## src/rtl/ctrl_sequencer.sv

```systemverilog
// Multi-cycle instruction sequencer: decodes the IR opcode into datapath strobes,
// with mem_ready handshakes. Optional wait-state timeout under CTRL_WAIT_TIMEOUT_EN.
module ctrl_sequencer #(
    parameter int OPW      = 4,
    parameter int ALUW     = 3,
    parameter int NUM_ALU  = 5,
    parameter int OP_LOAD  = 5,
    parameter int OP_STORE = 6,
    parameter int OP_JMP   = 7,
    parameter int OP_JZ    = 8,
    parameter int OP_HALT  = 15,
    parameter int MAX_WAIT = 15
) (
    input  logic            clk,
    input  logic            rst,
    input  logic [OPW-1:0]  opcode,
    input  logic            zero_flag,
    input  logic            mem_ready,
    output logic            pc_en,
    output logic            pc_load,
    output logic            ir_load,
    output logic            reg_write,
    output logic            mem_read,
    output logic            mem_write,
    output logic [ALUW-1:0] alu_op,
    output logic            halted,
    output logic            bus_err,
    output logic [2:0]      state_o
);
    typedef enum logic [2:0] {
        FETCH  = 3'd0,
        DECODE = 3'd1,
        EXEC   = 3'd2,
        WB     = 3'd3,
        HALT   = 3'd4
    } state_t;

    state_t state, state_nxt;

    logic is_alu, is_load, is_store, is_jmp, is_jz, is_halt;
    logic waiting;
    logic pc_en_c, pc_load_c, ir_load_c, reg_write_c, mem_read_c, mem_write_c;
    logic [ALUW-1:0] alu_op_c;
    logic timeout;

    assign is_alu   = int'(opcode) < NUM_ALU;
    assign is_load  = opcode == OPW'(OP_LOAD);
    assign is_store = opcode == OPW'(OP_STORE);
    assign is_jmp   = opcode == OPW'(OP_JMP);
    assign is_jz    = opcode == OPW'(OP_JZ);
    assign is_halt  = opcode == OPW'(OP_HALT);

    // A cycle counts as a wait only in states that own a memory access
    assign waiting = !mem_ready &&
                     (state == FETCH || (state == EXEC && (is_load || is_store)));

`ifdef CTRL_WAIT_TIMEOUT_EN
    localparam int WAITW = $clog2(MAX_WAIT + 1);
    logic [WAITW-1:0] wait_cnt;
    logic             bus_err_q;

    assign timeout = waiting && (wait_cnt == WAITW'(MAX_WAIT));

    always_ff @(posedge clk or posedge rst) begin
        if (rst) begin
            wait_cnt  <= '0;
            bus_err_q <= 1'b0;
        end else begin
            if (timeout)
                bus_err_q <= 1'b1;
            if (state_nxt != state || mem_ready)
                wait_cnt <= '0;
            else if (waiting && wait_cnt != WAITW'(MAX_WAIT))
                wait_cnt <= wait_cnt + 1'b1;
        end
    end

    assign bus_err = bus_err_q & ~rst;
`else
    assign timeout = 1'b0;
    assign bus_err = 1'b0;
`endif

    always_comb begin
        state_nxt   = state;
        pc_en_c     = 1'b0;
        pc_load_c   = 1'b0;
        ir_load_c   = 1'b0;
        reg_write_c = 1'b0;
        mem_read_c  = 1'b0;
        mem_write_c = 1'b0;
        alu_op_c    = '0;
        case (state)
            FETCH: begin
                mem_read_c = 1'b1;
                if (mem_ready) begin
                    ir_load_c = 1'b1;
                    pc_en_c   = 1'b1;
                    state_nxt = DECODE;
                end
            end
            DECODE: state_nxt = EXEC;
            EXEC: begin
                if (is_alu) begin
                    alu_op_c  = opcode[ALUW-1:0];
                    state_nxt = WB;
                end else if (is_load) begin
                    mem_read_c = 1'b1;
                    if (mem_ready) state_nxt = WB;
                end else if (is_store) begin
                    mem_write_c = 1'b1;
                    if (mem_ready) state_nxt = FETCH;
                end else if (is_jmp || (is_jz && zero_flag)) begin
                    pc_en_c   = 1'b1;
                    pc_load_c = 1'b1;
                    state_nxt = FETCH;
                end else if (is_halt) begin
                    state_nxt = HALT;
                end else begin
                    state_nxt = FETCH;
                end
            end
            WB: begin
                reg_write_c = 1'b1;
                if (is_alu) alu_op_c = opcode[ALUW-1:0];
                state_nxt = FETCH;
            end
            HALT:    state_nxt = HALT;
            default: state_nxt = FETCH;
        endcase
        if (timeout) state_nxt = HALT;
    end

    always_ff @(posedge clk or posedge rst) begin
        if (rst) state <= FETCH;
        else     state <= state_nxt;
    end

    // Mealy strobes are combinational, so rst must mask them explicitly
    assign pc_en     = pc_en_c     & ~rst;
    assign pc_load   = pc_load_c   & ~rst;
    assign ir_load   = ir_load_c   & ~rst;
    assign reg_write = reg_write_c & ~rst;
    assign mem_read  = mem_read_c  & ~rst;
    assign mem_write = mem_write_c & ~rst;
    assign alu_op    = rst ? '0 : alu_op_c;
    assign halted    = (state == HALT) & ~rst;
    assign state_o   = rst ? 3'd0 : state;
endmodule

```

## config.mk

```make
export PLATFORM = sky130hd
export DESIGN_NAME = ctrl_sequencer
export DESIGN_NICKNAME = d
export VERILOG_FILES = /design/src/rtl/ctrl_sequencer.sv
export SDC_FILE = /design/constraint.sdc
export NUM_CORES = 1
export LEC_CHECK = 0
export CORE_AREA = 4 4 41 43
export CTS_CLUSTER_DIAMETER = 150
export DETAILED_ROUTE_END_ITERATION = 8
export DIE_AREA = 0 0 45 47
export HOLD_SLACK_MARGIN = 0.12
export SLEW_MARGIN = 0
export SYNTH_ARGS = -nofsm -noshare
export SYNTH_HDL_FRONTEND = slang
export SYNTH_SLANG_ARGS = --single-unit
export TNS_END_PERCENT = 1
```

## constraint.sdc

```tcl
create_clock -name clk -period 1.52 [get_ports clk]
set_input_delay 0.304 -clock clk [delete_from_list [all_inputs] [get_ports clk]]
set_output_delay 0.304 -clock clk [all_outputs]
set_load 0.05 [all_outputs]
```

==> impl_metrics.ini, run 1 <==
[layout]
drive_above_1_share_pct = 69.77
n_antenna_cell = 0
biggestRegsByFlops = state: 3 flops
largest_register = state
layout.cells.non_filler = 101
final_cell_mix = buf_4 (18), buf_12 (14)
final_common_cell = buf_4
nNetsFinal = 95
area_growth_pct = 181.1
final_util_pct = 78.65
largest_reg_flops = 3
fillerInstances = 96

[global_route]
first_global_vias = 503
grt.total_usage_pct = 14.03
overflow = 0
antenna_found_initial = 0
grt_max_degree = 7
grt_pass1_wl_mm = 2.201

[pwr]
pwr-share-seq_pct = 12.6
power_leakage_nw = 0.4277
cellPowerDensity_nw_per_um2 = 1119
irDropWorstVdd_uv = 649.1
finalPower_mw = 1.145
swShare_pct = 45.42
p_sw_mw = 0.5202
p_clk_share_pct = 12.1
p_int_mw = 0.6251
p_comb_share_pct = 75.3

[cts]
postCtsHoldBufs = 0
clk_pin_slew_ps = 40
htreeDepth = 1
numClockSinks = 3
ctsLongestPathBuffers = 2
cts_tree = built
worstSkewPairLatency_ps = 230
cts_setup_buffers = 0
cts_made_buffers = 3
cts-root-buf = clkbuf_4

[place]
io_buffers = 20
hpwlAfterDp_mm = 1.143
gp_congestion = 0.7841
preCtsSetupSlack_ps = -528.4
dp.cells = 97

[route]
drt-pass1-iter-count = 3
drt_wl_total_mm = 1.317
via_per_inst = 5.000
drc = 0
antenna_left = 0
drt_iter0_markers = 1
wl_per_cell_um = 13.04
via_count = 505

[sta]
drv_slew = 0
fin_crit_ps = 1770
rsz0062_at_grt = true
setup_slack_ps = -249.6
hold_violations = 0
finalSetupViolations = 9
finalCritPeriodShare_pct = 116.4
max_freq_ghz = 0.5651
hold_ws_ps = 306.9
skew_ps = 0.8103

[yosys]
synth-async-reset-ratio_pct = 100.0
synth-edff-count = 0
yosys_warnings = 0
syn-cell-area_um2 = 364.1
postSynthAreaPerCell_um2 = 7.431
synth_nets = 57
postSynthCellCount = 49
synth.distinct_cells = 26
ys_ff_latch = 3
synth_top_area_share_pct = 20.62
synth_area_leaders = dfrtp_1 (21%), nor4b_1 (7.2%), a21oi_1 (6.9%)
yosysSeqAreaShare_pct = 20.62
synth-main-ff-cell = dfrtp_1
yosysTopAreaCell = dfrtp_1

[hold_path]
hp-class = input port to asynchronous set/reset pin

[floorplanning]
start_util_pct = 27.98
die_h_um = 47
dieArea_um2 = 2115
die_w_um = 45
rows = 13
placeableCoreArea_um2 = 1301
io_pins = 22

[setup_path]
worstPathArrival_ps = 1470
critPathCaptureType = primary output
crit_type = register to primary output
slowest_stage = or3_4
cp.required_ps = 1220
crit_chain = or3_4, nor3b_4, buf_12
crit_fanout = 4
worstSetupStartpointType = register
cp_slowest_stage_delay_ps = 440
r2r_slack_ps = 370

[outcome]
violations = setup timing
outcome = complete, but fails checks

[job]
drv_cap = 0
worst paths after layout:
kind	cells past startpoint	endpoint	start
setup / recovery	3	ir_load	state[0]
setup reg to reg	3	state[2]	state[2]
hold reg to reg	2	state[1]	state[2]
min in group clk	5	state[1]	opcode[3]
max in group asynchronous	3	state[1]	rst
hold / removal	3	state[2]	rst
critical path, delay by kind of cell, from the launching register on:
family	cells	cell delay (ps)
buffers and inverters	1	160
flip-flops	1	400
AND/OR/NAND/NOR	2	670
final cells by class:
type,count,area [µm²],share of cell area (%)
repair buffers,39,470.5,45.97
multi-input cells,39,427.9,41.81
flip-flops and latches,3,76.32,7.457
clock buffers,4,26.28,2.567
well taps,15,18.77,1.834
inverters,1,3.754,0.3667
cells by family after synthesis:
group,after synthesis,share of synthesized area (%)
simple gates,29,51.20
mux,1,2.749
xor+xnor,1,2.406
compound gates,7,12.37
buf+inv,7,9.621
other cells,1,1.030
flops,3,20.62
power by group through the flow:
stage	clock (mW)	combinational (mW)	sequential, mW
2_1_floorplan	0	0.514	0.128
3_3_place_gp	0	0.841	0.140
3_5_place_dp	0	0.853	0.141
4_1_cts	0.143	0.855	0.140
5_1_grt	0.148	0.901	0.149
6_report	0.139	0.863	0.144
synth_stat cells, types with 2 or more instances:
cell type,count
or3_1,2
nor2_1,4
nor4_1,3
nor4b_1,3
dfrtp_1,3
nor3b_1,2
nand2_1,2
buf_2,4
nand2b_1,2
nor2b_1,3
a21oi_1,5
nor3_1,2
metrics by stage:
stage	cell area (µm²)	setup TNS (ps)
6_report	1023	-1658
3_5_place_dp	993.5	-4973
3_3_place_gp	993.5	-4575
4_1_cts	1020	-1990
2_1_floorplan	545.5	-1250
5_1_grt	1023	-2146
per-layer routing:
layer / vias to the layer above / global-route usage, % / wire length (µm)
met5: - / 0 / 0
met4: 0 / 1.754 / 0
met3: 0 / 3.065 / 78
met2: 17 / 27.68 / 712
met1: 241 / 15.60 / 526
li1: 247 / - / -
repair_timing:
item                                    CTS  global route
cloned                                    0             0
resized for setup                        14             6
pin swaps                                 7             3
endpoints found under the setup margin   14            13
(Power assumes the default switching activity.)
==> inputs of run 2 (changes only) <==
--- a/config.mk
+++ b/config.mk
@@ -5,7 +5,9 @@
 export SDC_FILE = /design/constraint.sdc
 export NUM_CORES = 1
 export LEC_CHECK = 0
+export ABC_AREA = 1
 export CORE_AREA = 4 4 41 43
+export CTS_BUF_LIST = sky130_fd_sc_hd__clkbuf_4
 export CTS_CLUSTER_DIAMETER = 150
 export DETAILED_ROUTE_END_ITERATION = 8
 export DIE_AREA = 0 0 45 47
==> run 2 against run 1 <==
Compared with the run above:
- the flow still finishes with violations (setup timing)
- sequential power decreased by 13%
- synthesized area decreased by 4.1%
- clock skew about the same
- via count increased by 3.0%
- clock-buffer cell count unchanged
- first-iteration DRC count increased to 4.0 times the previous value
- wire length increased by 3.8%
- final area decreased by 5.6%
- final cell count increased by 9.9%
- largest cell class unchanged
==> impl_metrics.ini, run 2 <==
[job]
drv_cap = 0

[layout]
largest_reg_flops = 3
fillerInstances = 92
area_growth_pct = 176.7
layout.cells.non_filler = 111
biggestRegsByFlops = state: 3 flops
largest_register = state
final_common_cell = buf_4
final_cell_mix = buf_4 (16), buf_12 (13), nor2_4 (6), nand2_1 (6)
final_area_um2 = 965.9
final_util_pct = 74.23
drive_above_1_share_pct = 65.63
n_antenna_cell = 0
nNetsFinal = 105

[route]
antenna_left = 0
met3_length_um = 51
wl_met1_um = 507
wl_per_cell_um = 12.32
via_count = 520
via_per_inst = 4.685
maxUsedRoutingLayer = met4
drt_wl_total_mm = 1.367
drt_iter0_markers = 4
drt-pass1-iter-count = 2
drc = 0
routed-wl-met2_um = 772

[floorplanning]
dieArea_um2 = 2115
placeableCoreArea_um2 = 1301
die_h_um = 47
die_w_um = 45
rows = 13
start_util_pct = 26.83
io_pins = 22

[place]
io_buffers = 20
dp.cells = 103
hpwlAfterDp_um = 956.4
dpl-instance-area_um2 = 828.3
gp_congestion = 0.8088
preCtsSetupSlack_ps = -448.3

[setup_path]
crit_fanout = 5
worstPathArrival_ps = 1330
r2r_slack_ps = 240
critPathCaptureType = primary output
worstSetupStartpointType = input port
crit_family = buffers and inverters
cp_slowest_stage_delay_ps = 320
cp.required_ps = 1220
critPathLaunch = opcode[3]
crit_chain = dlygate4sd2_1, nand3_1, o21ai_2, nand2_4, a21oi_4, buf_12
crit_type = input port to primary output
r2r-start = state[0]
critPathBufInv = 2
slowest_stage = dlygate4sd2_1

[sta]
skew_ps = 0.7642
fin_crit_ps = 1638
finalCritPeriodShare_pct = 107.8
hold_violations = 0
setup_slack_ps = -118.1
drv_slew = 0
setup_tns_ps = -710.2
rsz0062_at_grt = true
max_freq_ghz = 0.6104
hold_ws_ps = 372.0
finalSetupViolations = 8

[hold_path]
hp-class = input port to asynchronous set/reset pin

[cts]
cts_tree = built
cts_made_buffers = 3
worstSkewPairLatency_ps = 230
htreeDepth = 1
ctsLongestPathBuffers = 2
clk_pin_slew_ps = 40
postCtsHoldBufs = 0
numClockSinks = 3
cts-root-buf = clkbuf_4

[yosys]
syn-cell-area_um2 = 349.1
synth-edff-count = 0
yosysSeqAreaShare_pct = 21.51
yosysMostFrequentCell = nor2_1
synth-async-reset-ratio_pct = 100.0
ys_ff_latch = 3
synth.distinct_cells = 21
synth-main-ff-cell = dfrtp_1
synth_area_leaders = dfrtp_1 (22%), nor2_1 (11%), nand2_1 (8.6%)
postSynthCellCount = 58
postSynthAreaPerCell_um2 = 6.019
yosys_warnings = 0
synth_top_area_share_pct = 21.51
yosysTopAreaCell = dfrtp_1
synth_nets = 66
synth_common_cells = nor2_1 (10), nand2_1 (8), inv_1 (5), nand3_1 (5), inv_2 (4)

[global_route]
overflow = 0
grt_max_degree = 9
first_global_vias = 531
antenna_found_initial = 0
grt.total_usage_pct = 14.67
grt_pass1_wl_mm = 2.152

[pwr]
finalPower_mw = 1.149
cellPowerDensity_nw_per_um2 = 1190
power_leakage_nw = 0.4330
irDropWorstVdd_uv = 769.1

[outcome]
outcome = complete, but fails checks
violations = setup timing
[run 2: changes by cell type in the layout (fill, tap and decap cells not counted), moves of 3 or more]
cell / previous run / this run
nor4b_4: 3 / 0
inv_1: 1 / 4
nand2_1: 1 / 6
nand3_1: 1 / 4
nor2_4: 1 / 6
nor2_2: 0 / 3
inv_2: 0 / 4
[run 2: path summary, 6_finish.rpt]
| check | to | depth (start not counted) |
|---|---|---|
| setup / recovery | pc_en | 6 |
| hold / removal | state[1] | 3 |
| hold reg to reg | state[2] | 3 |
| min in group clk | state[2] | 4 |
| max in group asynchronous | state[0] | 3 |
| setup reg to reg | state[1] | 9 |
[run 2: final cells by class]
cell class                      count  area (µm²)  share of cell area, %
Multi-Input combinational cell     44       362.8                  37.56
Sequential cell                     3       75.07                  7.772
Inverter                            9       36.28                  3.756
Tap cell                           15       18.77                  1.943
Timing Repair Buffer               36       442.9                  45.85
Clock buffer                        4       30.03                  3.109
[run 2: report_power, final]
part	total [mW]	internal, mW	leakage, nW	switching [mW]
Clock	0.157	0.116	0.0184	0.0412
Sequential	0.126	0.108	0.0388	0.0179
Combinational	0.866	0.363	0.376	0.503
[run 2: tightest hold or removal path, delay by kind of cell]
kind                   cells  cell delay, ps
buffers and inverters      3             640
[run 2: kinds of logic after synthesis]
logic type	after synthesis	synth area share, %
buf+inv	11	12.90
other cells	1	1.074
simple gates	35	50.90
flops	3	21.50
compound gates	8	13.62
[run 2: timing repair]
action | in CTS | in global routing
resized for setup | 28 | 5
setup buffers | 3 | 1
pin swaps | 8 | 2
setup endpoints to repair | 13 | 11
[run 2: routing by layer]
metal / GRT usage [%] / up-vias
met4: 15.20 / 0
met3: 4.215 / 4
li1: - / 263
met5: 0 / -
met2: 23.73 / 15
met1: 14.71 / 238
